<file path="src/rtl/dm_port_arbiter.sv">
// Data-memory port arbiter: the CPU MEM stage owns the port by default, and a
// one-entry DMA holding register steals a cycle when the CPU is idle or starved.
module dm_port_arbiter #(
  parameter int          MAX_WAIT = 4,
  parameter logic [31:0] DMA_PC   = 32'h0000_0000
) (
  input  logic        Clk,
  input  logic        Reset,
  input  logic        cpu_req,
  input  logic [31:0] cpu_addr,
  input  logic [31:0] cpu_wd,
  input  logic        cpu_we,
  input  logic [1:0]  cpu_width,
  input  logic        cpu_signed,
  input  logic [31:0] cpu_pc,
  output logic        cpu_stall,
  output logic [31:0] cpu_rd,
  input  logic        dma_req,
  output logic        dma_ready,
  input  logic [31:0] dma_addr,
  input  logic [31:0] dma_wd,
  input  logic        dma_we,
  input  logic [1:0]  dma_width,
  input  logic        dma_signed,
  output logic        dma_done,
  output logic        dma_err,
  output logic [31:0] dma_rd,
  output logic [31:0] dm_addr,
  output logic [31:0] dm_wd,
  output logic        dm_memwrite,
  output logic [1:0]  dm_opwidth,
  output logic        dm_loadsigned,
  output logic [31:0] dm_wpc,
  input  logic [31:0] dm_rd
);

  typedef enum logic {IDLE, PEND} state_t;

  localparam logic [3:0] MAXW = 4'(MAX_WAIT);

  state_t      state;
  logic [3:0]  wait_cnt;
  logic [31:0] h_addr;
  logic [31:0] h_wd;
  logic        h_we;
  logic [1:0]  h_width;
  logic        h_signed;
  logic        dma_bad;
  logic        dma_grant;
  logic        dma_accept;

  always_comb begin
    dma_bad = 1'b0;
    unique case (dma_width)
      2'b00:   dma_bad = |dma_addr[1:0];
      2'b01:   dma_bad = dma_addr[0];
      2'b10:   dma_bad = 1'b0;
      default: dma_bad = 1'b1;
    endcase
  end

  assign dma_ready  = (state == IDLE);
  assign dma_accept = dma_req && dma_ready;
  assign dma_grant  = (state == PEND) &&
                      (!cpu_req || wait_cnt == MAXW);
  assign cpu_stall  = dma_grant && cpu_req;
  assign cpu_rd     = dm_rd;

  always_comb begin
    if (dma_grant) begin
      dm_addr       = h_addr;
      dm_wd         = h_wd;
      dm_memwrite   = h_we;
      dm_opwidth    = h_width;
      dm_loadsigned = h_signed;
      dm_wpc        = DMA_PC;
    end else begin
      dm_addr       = cpu_addr;
      dm_wd         = cpu_wd;
      dm_memwrite   = cpu_req && cpu_we;
      dm_opwidth    = cpu_width;
      dm_loadsigned = cpu_signed;
      dm_wpc        = cpu_pc;
    end
    if (Reset)
      dm_memwrite = 1'b0;
  end

  // Holding register loads only in IDLE, so it is stable for the whole PEND
  always_ff @(posedge Clk) begin
    if (dma_accept && !dma_bad) begin
      h_addr   <= dma_addr;
      h_wd     <= dma_wd;
      h_we     <= dma_we;
      h_width  <= dma_width;
      h_signed <= dma_signed;
    end
  end

  always_ff @(posedge Clk) begin
    if (Reset) begin
      state    <= IDLE;
      wait_cnt <= 4'd0;
      dma_done <= 1'b0;
      dma_err  <= 1'b0;
      dma_rd   <= 32'd0;
    end else begin
      dma_done <= 1'b0;
      dma_err  <= 1'b0;
      unique case (state)
        IDLE: begin
          if (dma_accept) begin
            if (dma_bad) begin
              dma_err <= 1'b1;
            end else begin
              state    <= PEND;
              wait_cnt <= 4'd0;
            end
          end
        end
        PEND: begin
          if (dma_grant) begin
            if (!h_we)
              dma_rd <= dm_rd;
            dma_done <= 1'b1;
            state    <= IDLE;
          end else if (wait_cnt != MAXW) begin
            wait_cnt <= wait_cnt + 4'd1;
          end
        end
        default: state <= IDLE;
      endcase
    end
  end

endmodule

</file>
<file path="config.mk">
export PLATFORM = sky130hd
export DESIGN_NAME = dm_port_arbiter
export DESIGN_NICKNAME = d
export VERILOG_FILES = /design/src/rtl/dm_port_arbiter.sv
export SDC_FILE = /design/constraint.sdc
export NUM_CORES = 1
export LEC_CHECK = 0
export ABC_AREA = 1
export CAP_MARGIN = 20
export CORE_AREA = 3 3 145 147
export CTS_BUF_LIST = sky130_fd_sc_hd__clkbuf_8
export CTS_CLUSTER_SIZE = 16
export DETAILED_ROUTE_END_ITERATION = 7
export DIE_AREA = 0 0 148 150
export DONT_BUFFER_PORTS = 1
export PLACE_DENSITY_LB_ADDON = 0.15
export SKIP_CTS_REPAIR_TIMING = 1
export SLEW_MARGIN = 10
export SYNTH_ARGS = -nofsm -noshare
export SYNTH_HDL_FRONTEND = slang
export SYNTH_SLANG_ARGS = --single-unit
</file>
<file path="constraint.sdc">
create_clock -name Clk -period 3.8 [get_ports Clk]
set_input_delay 0.57 -clock Clk [delete_from_list [all_inputs] [get_ports Clk]]
set_output_delay 0.57 -clock Clk [all_outputs]
set_load 0.01 [all_outputs]
</file>
==> impl_metrics.json <==
{
  "final_core_utilization_pct": 25.3,
  "critPathLaunchType": "flop",
  "synth_area_leaders": "edfxtp_1 (42%), nand2_1 (21%), dfxtp_1 (16%)",
  "cp_slowest_cell": "buf_4",
  "hold_path_class": "primary input to flop",
  "slowest_delay_ps": 590,
  "p_int_mw": 1.63,
  "cts_tree": "done",
  "syn-instance-count": 580,
  "synth_area_sq_um": 4870,
  "ys_warn_count": 0,
  "placeableCoreArea_sq_um": 20000,
  "antenna_found_initial": 0,
  "hold-worst-slack_ps": 255,
  "slew_headroom_pct": 49.9,
  "grt_pass1_wl_um": 19000,
  "synth_cell_type_count": 21,
  "ant_nets": 0,
  "synth_top_area_share_pct": 41.9,
  "placed_area_sq_um": 4880,
  "clock-sinks": 107,
  "pwr-share-comb_pct": 8.7,
  "finalSetupTns_ps": 0,
  "cap_violations": 0,
  "die_h_um": 150,
  "clock_skew_ps": 10.1,
  "synth-seq-area-share_pct": 57.9,
  "ios": 372,
  "fillers": 2194,
  "end_kind": "output port",
  "area_delta_synth_final_pct": 4.08,
  "switching_share_pct": 25.3,
  "mostFrequentLayoutCells": "nand2_1 (278), edfxtp_1 (68), inv_1 (40), nor2_1 (40), dfxtp_1 (39)",
  "synth_area_leader_cell": "edfxtp_1",
  "path_class": "flop to output port",
  "cp_common_cell": "nand2_1",
  "via_count": 3441,
  "p_leak_nw": 2.07,
  "dr.pass1.iters": 4,
  "clk_pin_slew_worst_paths_ps": 90,
  "cts_buffer_depth": 2,
  "drive_gt1_share_pct": 4.44,
  "power.share.clock_pct": 31.6,
  "dp_hpwl_um": 10800,
  "drc": 0,
  "status": "finished, final reports clean",
  "critPathArrivalTime_ps": 2310,
  "overflow": 0,
  "crit_required_ps": 3230,
  "die_w_um": 148,
  "numCtsBuffers": 9,
  "worstPathCellList": "inv_1 > ha_1 > nand3_1 > nand2_2 > nand2_4 > buf_4 > nand2_1 > nand2_1",
  "clock_latency_ps": 380,
  "via_per_inst": 4.25,
  "postSynthAreaPerCell_sq_um": 8.40,
  "rsz0062_at_grt": "no",
  "setup_viol": 0,
  "min_period_ps": 2880,
  "p_per_area_nw_per_um2": 430,
  "io_buffer_count": 0,
  "grt_max_degree": 73,
  "synth_fp_nets": 786,
  "grt_pass1_vias": 3397,
  "n_antenna_cell": 0,
  "std_cell_rows": 52,
  "slew_violations": 0,
  "ir_drop_mv": 0.137,
  "layout.nets": 741,
  "dr.first_iter.drc_count": 143,
  "routedWlPerCell_um": 17.1,
  "start_util_pct": 24.3,
  "worst_slew_pin_slew_ps": 751,
  "period_share_pct": 75.9,
  "clockRootBuffer": "clkbuf_8",
  "place_congestion": 0.755,
  "hold_viol_final": 0,
  "grt_usage_pct": 11.4,
  "crit_buf_inv": 2,
  "seq_power_share_pct": 59.7,
  "synth-seq-cells": 107,
  "final_area_sq_um": 5070,
  "final_common_cell": "nand2_1",
  "dieArea_sq_um": 22200,
  "drt_wl_total_um": 13900,
  "cts-htree-levels": 3,
  "max_freq_mhz": 347,
  "crit_fanout": 71,
  "critPathTopFamily": "buffers and inverters",
  "p_sw_mw": 0.551
}
-- through the flow --
step | setup WS, ps | instances | power, mW
2_1_floorplan | 1170 | 580 | 1.52
3_3_place_gp | 1380 | 794 | 1.52
3_5_place_dp | 1290 | 794 | 1.53
4_1_cts | 822 | 810 | 2.24
5_1_grt | 709 | 810 | 2.30
6_report | 917 | 810 | 2.18
-- worst paths after layout --
kind,end,cells after the start,start,slack [ps]
worst max-delay path,dm_addr[1],8,wait_cnt[0]$_SDFFE_PP0P_,920
worst min-delay path,dma_rd[22]$_SDFFE_PP0P_,1,Reset,260
worst max register to register,dma_rd[6]$_SDFFE_PP0P_,9,wait_cnt[0]$_SDFFE_PP0P_,1750
worst min register to register,dma_rd[28]$_SDFFE_PP0P_,2,dma_rd[28]$_SDFFE_PP0P_,520
-- layer usage --
metal / track usage [%] / vias to the layer above / part of all wire, %
met5: 0 / - / 0
met4: 3.83 / 0 / 1.5
met1: 10.6 / 1548 / 33
li1: - / 1673 / -
met2: 22.9 / 205 / 57
met3: 4.06 / 15 / 8.6
-- sequential cells by signal (all words and copies together), names as in the netlist --
name	flops
h_addr	32
wait_cnt	4
h_width	2
dma_done	1
h_we	1
h_wd	32
dma_rd	32
h_signed	1
state	1
dma_err	1
-- cell type report --
| class | count | area (sq um) | share of cell area [%] |
|---|---|---|---|
| Sequential cell | 107 | 2820 | 55.7 |
| Clock inverter | 7 | 68.8 | 1.36 |
| Tap cell | 270 | 338 | 6.66 |
| Clock buffer | 9 | 124 | 2.44 |
| Inverter | 42 | 158 | 3.11 |
| Multi-Input combinational cell | 371 | 1510 | 29.7 |
| Timing Repair Buffer | 4 | 55.1 | 1.09 |
-- power groups by stage --
stage / registers [mW] / logic, mW / clock network [mW]
6_report: 1.30 / 0.190 / 0.689
5_1_grt: 1.31 / 0.214 / 0.783
4_1_cts: 1.30 / 0.197 / 0.737
3_5_place_dp: 1.33 / 0.197 / 0
3_3_place_gp: 1.33 / 0.194 / 0
2_1_floorplan: 1.32 / 0.197 / 0
-- cell families after synthesis --
family	synth area share [%]
AOI/OAI and AO/OA	3.80
buffers and inverters	11.2
adders and majority gates	0.514
DFF	57.9
xor gates and xnor gates	0.180
and+or+nand+nor	26.4
-- cell usage after synthesis --
master,instances
xnor2_1,1
nand2_2,1
edfxtp_1,68
buf_2,15
nand3_1,7
buf_6,3
a21oi_1,37
nor2_8,1
nand4_1,1
dfxtp_1,39
nor4_1,1
nor2_1,40
buf_1,1
buf_4,32
ha_1,2
clkbuf_1,9
nand2_4,1
nand3b_1,1
nand2_1,278
inv_1,40
inv_2,2
(Power assumes the default switching activity.)
